==> config.mk <==
export PLATFORM = sky130hd
export DESIGN_NAME = stopwatch_ctrl_fsm_flat
export DESIGN_NICKNAME = d
export VERILOG_FILES = /design/src/rtl/stopwatch_ctrl_fsm_if.sv /design/src/rtl/stopwatch_ctrl_fsm.sv /design/src/flat_wrapper.sv
export SDC_FILE = /design/constraint.sdc
export NUM_CORES = 1
export LEC_CHECK = 0
export CORE_MARGIN = 2
export CORE_UTILIZATION = 54
export DETAILED_ROUTE_END_ITERATION = 7
export DONT_BUFFER_PORTS = 1
export MAX_ROUTING_LAYER = met4
export PLACE_DENSITY = 0.72
export SYNTH_ARGS = -nofsm -noshare
export SYNTH_HDL_FRONTEND = slang
export SYNTH_SLANG_ARGS = --single-unit
==> constraint.sdc <==
create_clock -name clk -period 1.6 [get_ports clk]
set_input_delay 0.08 -clock clk [delete_from_list [all_inputs] [get_ports clk]]
set_output_delay 0.08 -clock clk [all_outputs]
set_load 0.03 [all_outputs]
==> src/rtl/stopwatch_ctrl_fsm_if.sv <==
// Command/status bundle between the push-button front ends, the stopwatch
// controller and the digit-counter / display datapath.
interface stopwatch_ctrl_fsm_if;
  // Commands are single-cycle pulses with no handshake. Every cycle a command is
  // high counts as one event. Status outputs are registered levels, except tick
  // and clear, which are one-cycle pulses.
  logic       start_stop;
  logic       lap_reset;
  logic       run;
  logic       tick;
  logic       freeze;
  logic       clear;
  logic [1:0] state;

  modport master (
    output start_stop, lap_reset,
    input  run, tick, freeze, clear, state
  );

  modport slave (
    input  start_stop, lap_reset,
    output run, tick, freeze, clear, state
  );
endinterface

==> src/rtl/stopwatch_ctrl_fsm.sv <==
// Stopwatch run/lap/clear controller with the tick prescaler that drives the
// digit counters. All outputs are registered.
module stopwatch_ctrl_fsm #(
  parameter int DIV   = 500000,
  parameter int CNT_W = 19
) (
  input  logic                 clk,
  input  logic                 rst_n,
  stopwatch_ctrl_fsm_if.slave  bus
);

  typedef enum logic [1:0] {
    IDLE    = 2'b00,
    RUNNING = 2'b01,
    PAUSED  = 2'b10,
    LAP     = 2'b11
  } state_t;

  state_t             state_q, state_d;
  logic               run_q, run_d;
  logic               freeze_q, freeze_d;
  logic               clear_q, clear_d;
  logic               tick_q;
  logic [CNT_W-1:0]   cnt_q;

  // State register
  always_ff @(posedge clk) begin
    if (!rst_n) state_q <= IDLE;
    else        state_q <= state_d;
  end

  // Next state: start_stop wins over lap_reset when both are high.
  always_comb begin
    state_d = state_q;
    if (bus.start_stop) begin
      case (state_q)
        IDLE:    state_d = RUNNING;
        RUNNING: state_d = PAUSED;
        PAUSED:  state_d = RUNNING;
        LAP:     state_d = PAUSED;
        default: state_d = IDLE;
      endcase
    end else if (bus.lap_reset) begin
      case (state_q)
        IDLE:    state_d = IDLE;
        RUNNING: state_d = LAP;
        PAUSED:  state_d = IDLE;
        LAP:     state_d = RUNNING;
        default: state_d = IDLE;
      endcase
    end
  end

  // Output decode from the upcoming state so the registered outputs line up
  // with state after the same edge.
  always_comb begin
    run_d    = (state_d == RUNNING) || (state_d == LAP);
    freeze_d = (state_d == LAP);
    clear_d  = (state_q == PAUSED) && !bus.start_stop && bus.lap_reset;
  end

  always_ff @(posedge clk) begin
    if (!rst_n) begin
      run_q    <= 1'b0;
      freeze_q <= 1'b0;
      clear_q  <= 1'b0;
    end else begin
      run_q    <= run_d;
      freeze_q <= freeze_d;
      clear_q  <= clear_d;
    end
  end

  // Prescaler follows the pre-transition run value, so a paused partial
  // interval survives until resume; only a clear discards it.
  always_ff @(posedge clk) begin
    if (!rst_n) begin
      cnt_q  <= '0;
      tick_q <= 1'b0;
    end else if (clear_d) begin
      cnt_q  <= '0;
      tick_q <= 1'b0;
    end else if (run_q) begin
      if (cnt_q == CNT_W'(DIV - 1)) begin
        cnt_q  <= '0;
        tick_q <= 1'b1;
      end else begin
        cnt_q  <= cnt_q + CNT_W'(1);
        tick_q <= 1'b0;
      end
    end else begin
      tick_q <= 1'b0;
    end
  end

  assign bus.state  = state_q;
  assign bus.run    = run_q;
  assign bus.freeze = freeze_q;
  assign bus.clear  = clear_q;
  assign bus.tick   = tick_q;

endmodule

==> src/flat_wrapper.sv <==
// flat-port wrapper written by rule: the top's interface ports become plain ports
module stopwatch_ctrl_fsm_flat 
#(
  parameter int DIV   = 500000,
  parameter int CNT_W = 19
)
  (clk, rst_n, bus_start_stop, bus_lap_reset, bus_run, bus_tick, bus_freeze, bus_clear, bus_state);
  stopwatch_ctrl_fsm_if bus_i ();
  input  logic clk;
  input  logic rst_n;
  input wire logic [$bits(bus_i.start_stop)-1:0] bus_start_stop;
  input wire logic [$bits(bus_i.lap_reset)-1:0] bus_lap_reset;
  output wire logic [$bits(bus_i.run)-1:0] bus_run;
  output wire logic [$bits(bus_i.tick)-1:0] bus_tick;
  output wire logic [$bits(bus_i.freeze)-1:0] bus_freeze;
  output wire logic [$bits(bus_i.clear)-1:0] bus_clear;
  output wire logic [$bits(bus_i.state)-1:0] bus_state;
  assign bus_i.start_stop = bus_start_stop;
  assign bus_i.lap_reset = bus_lap_reset;
  assign bus_run = bus_i.run;
  assign bus_tick = bus_i.tick;
  assign bus_freeze = bus_i.freeze;
  assign bus_clear = bus_i.clear;
  assign bus_state = bus_i.state;
  stopwatch_ctrl_fsm #(.DIV(DIV), .CNT_W(CNT_W)) u_core (.clk(clk), .rst_n(rst_n), .bus(bus_i));
endmodule
==> implementation parameters <==
Parameter                              Value

Run status
  Run status ... finished, violations left
  Failing checks ... setup timing

Final layout
  Area grow syn2layout ... 31.7%
  Count of fill cells added during filler insertion ... 164
  Final cell utilization of the core ... 74.7%
  Layout cells sized above 1 ... 32.9%
  Total non-filler cell area in the finished layout ... 0.00147 mm^2
  Final-stage net count ... 158
  Final non-filler cell total ... 179
  ANT cells ... 0
  Most common library cell in the layout ignoring fill and taps ... sky130_fd_sc_hd__buf_4
  Top library cells by usage in the layout, fill and taps aside ... sky130_fd_sc_hd__buf_4, sky130_fd_sc_hd__dfxtp_1, sky130_fd_sc_hd__nor2_1

Placed design
  Final Wtd Congestion ... 0.799
  Placed Instance Area ... 0.00133 mm^2
  Port Buf Inserts ... 0
  DP Cell Count ... 168
  HPWL Detailed ... 1690 um
  Setup Slack @ Placement ... -0.0799 ns

Yosys
  Share of synthesized registers carrying an async set or reset ... 0%
  Yosys warning total ... 0
  Mean Syn Cell Area ... 9.13 um^2
  Post-Synthesis Cells ... 122
  Synth Flop Type ... sky130_fd_sc_hd__dfxtp_1
  Proportion of synthesized chip area in sequential cells ... 44.9%
  Number of flip-flops and latches in the synthesized netlist ... 25
  Number of synthesized flops with an enable pin ... 0
  Netlist cell types ... 33
  Total nets after synthesis ... 127
  Cell area after synthesis ... 0.00111 mm^2

Detailed routing
  Total via count after detailed routing ... 1025
  Detailed-route wire length per cell ... 14.3 um
  Detailed router's first-iteration violation count ... 22
  Antenna-violating nets left ... 0
  Total routed wirelength ... 2560 um
  DRC violation count after routing ... 0
  Number of vias per cell ... 5.73
  Number of iterations in the first detailed-routing pass ... 4

STA
  Count of pins over their slew limit ... 0
  Minimum period implied by the final worst setup slack ... 1.67 ns
  Crit path setup slack, layout ... -0.0728 ns
  Setup repair after global routing missed its margin ... true
  Endpoints failing setup ... 2
  Transition time of the tightest slew-check pin ... 0.453 ns
  Slew headroom ... 69.4%
  Number of endpoints with negative hold slack in the final report ... 0
  Period utilization ... 105%
  Worst setup skew after layout ... 0.00197 ns
  Achievable frequency ... 598 MHz

Die
  Vertical die dimension ... 49.4 um
  Starting Density ... 56.8%
  Area of the die ... 0.00244 mm^2
  Standard-cell row count ... 16
  Placeable core region ... 0.00196 mm^2
  Horiz. Die Dim ... 49.4 um
  Total I/O pin count ... 10

Global route
  Number of global-route vias before repair ... 967
  GRT Util Overall ... 22.9%
  Total congestion overflow ... 0
  Number of antenna violations at the first check in global routing ... 0
  Wire length of the first global-routing pass ... 4100 um
  Maximum number of pins on one net before global-route repair ... 20

Pwr
  Leak pwr ... 0.528 nW
  Power density normalized to cell area ... 706 mW/mm^2
  Worst voltage drop across the vdd grid ... 0.775 mV

Setup path
  Worst setup path class ... flop to flop
  Worst EP required ... 1.86 ns
  WP data arrival ... 1.94 ns
  CP Max Fanout ... 5
  Type of destination of the critical path ... flop
  Startpoint types ... flop

Run
  Reported max-cap violation count ... 0

Clock tree
  # H-tree levels ... 1
  Clock edge transition at the registers on the reported setup and hold paths ... 0.13 ns
  Insertion delay to the later sink of the worst-skew pair ... 0.32 ns
  CTS tree ... yes
  # clock sinks ... 25
  TritonCTS buffer count ... 3
  Maximum clock path buffer count ... 2
  Cell at the root of the clock tree ... sky130_fd_sc_hd__clkbuf_4

Hold path
  Classification of the worst-slack hold path ... input pin to flop
final cells by class:
cell class / instances / area (um^2) / share of cell area (%)
timing repair buffer: 30 / 248 / 16.9
multi-input combinational: 91 / 637 / 43.4
inverter: 2 / 7.51 / 0.512
clock buffer: 4 / 26.3 / 1.79
tap: 27 / 33.8 / 2.30
sequential: 25 / 514 / 35.1
per-layer routing:
metal	global-route usage, %	vias to the layer above	share of wire, %
li1	-	496	-
met5	-	-	0
met1	25.9	503	44
met2	39.9	21	50
met4	8.33	0	1.7
met3	4.60	5	3.5
power breakdown:
group	switching, mW	total, mW	internal [mW]
logic	0.0560	0.105	0.0486
registers	0.0122	0.648	0.636
clock network	0.185	0.283	0.0977
sequential cells by signal, indices dropped and copies added (netlist names):
| signal | cells |
|---|---|
| u_core.bus.state | 2 |
| u_core.bus.tick | 1 |
| u_core.bus.clear | 1 |
| u_core.bus.freeze | 1 |
| u_core.cnt_q | 19 |
| u_core.bus.run | 1 |
final timing paths:
path | start | end | slack [ns] | cells past startpoint
worst min register to register | u_core.cnt_q[17] | u_core.cnt_q[17] | 0.50 | 2
worst max register to register | u_core.bus.run | u_core.cnt_q[17] | -0.07 | 4
worst min-delay path | bus_lap_reset | u_core.bus.clear | 0.09 | 2
worst max-delay path | u_core.bus.run | u_core.cnt_q[17] | -0.07 | 4
repair_timing:
action                                 in CTS  in global routing
setup endpoints to repair                   4                 19
endpoints found under the hold margin       6                  0
hold buffers                                4                  0
setup buffers                               1                  2
pin swaps                                   3                  5
gates resized for setup                     7                 10
critical path, cell delays in order (launching register included):
cell,delay (ns)
sky130_fd_sc_hd__dfxtp_4,0.40
sky130_fd_sc_hd__nand4_4,0.08
sky130_fd_sc_hd__or4b_4,0.54
sky130_fd_sc_hd__or4_1,0.48
sky130_fd_sc_hd__a21oi_1,0.12
per-stage QoR:
stage / hold slack, ns / total power, mW / TNS (ns)
after floorplan: 0.157 / 0.725 / -0.613
after global placement: 0.163 / 0.752 / -0.0516
after detailed placement: 0.164 / 0.755 / -0.136
after CTS: 0.0862 / 1.04 / -0.122
after global routing: 0.101 / 1.07 / -0.319
final: 0.0906 / 1.04 / -0.132
logic make-up after synthesis:
group                    count (synthesis)  synth area share (%)
AO/OA/AOI/OAI                           17                  8.65
XOR/XNOR                                13                  10.2
adder cells (fa/ha/maj)                  1                  1.12
buffers and inverters                    6                  2.47
flip-flops                              25                  44.9
multiplexers                             1                 0.899
AND/OR/NAND/NOR                         59                  31.7
cells in the mapped netlist, drive strengths merged (2+ instances only):
master	count	area [um^2]
xor2	8	70.1
buf	2	12.5
or4	2	15.0
a21oi	7	35.0
o21ai	7	38.8
nor2	13	48.8
nand4	9	62.6
inv	2	7.51
xnor2	5	43.8
clkbuf	2	7.51
nor4bb	2	20.0
and4	2	18.8
and2	4	25.0
nand3	5	25.0
or3	5	31.3
dfxtp	25	500
nor3	4	20.0
nand2	5	18.8
o31ai	2	15.0
nor2b	2	12.5
(Power assumes the default switching activity.)
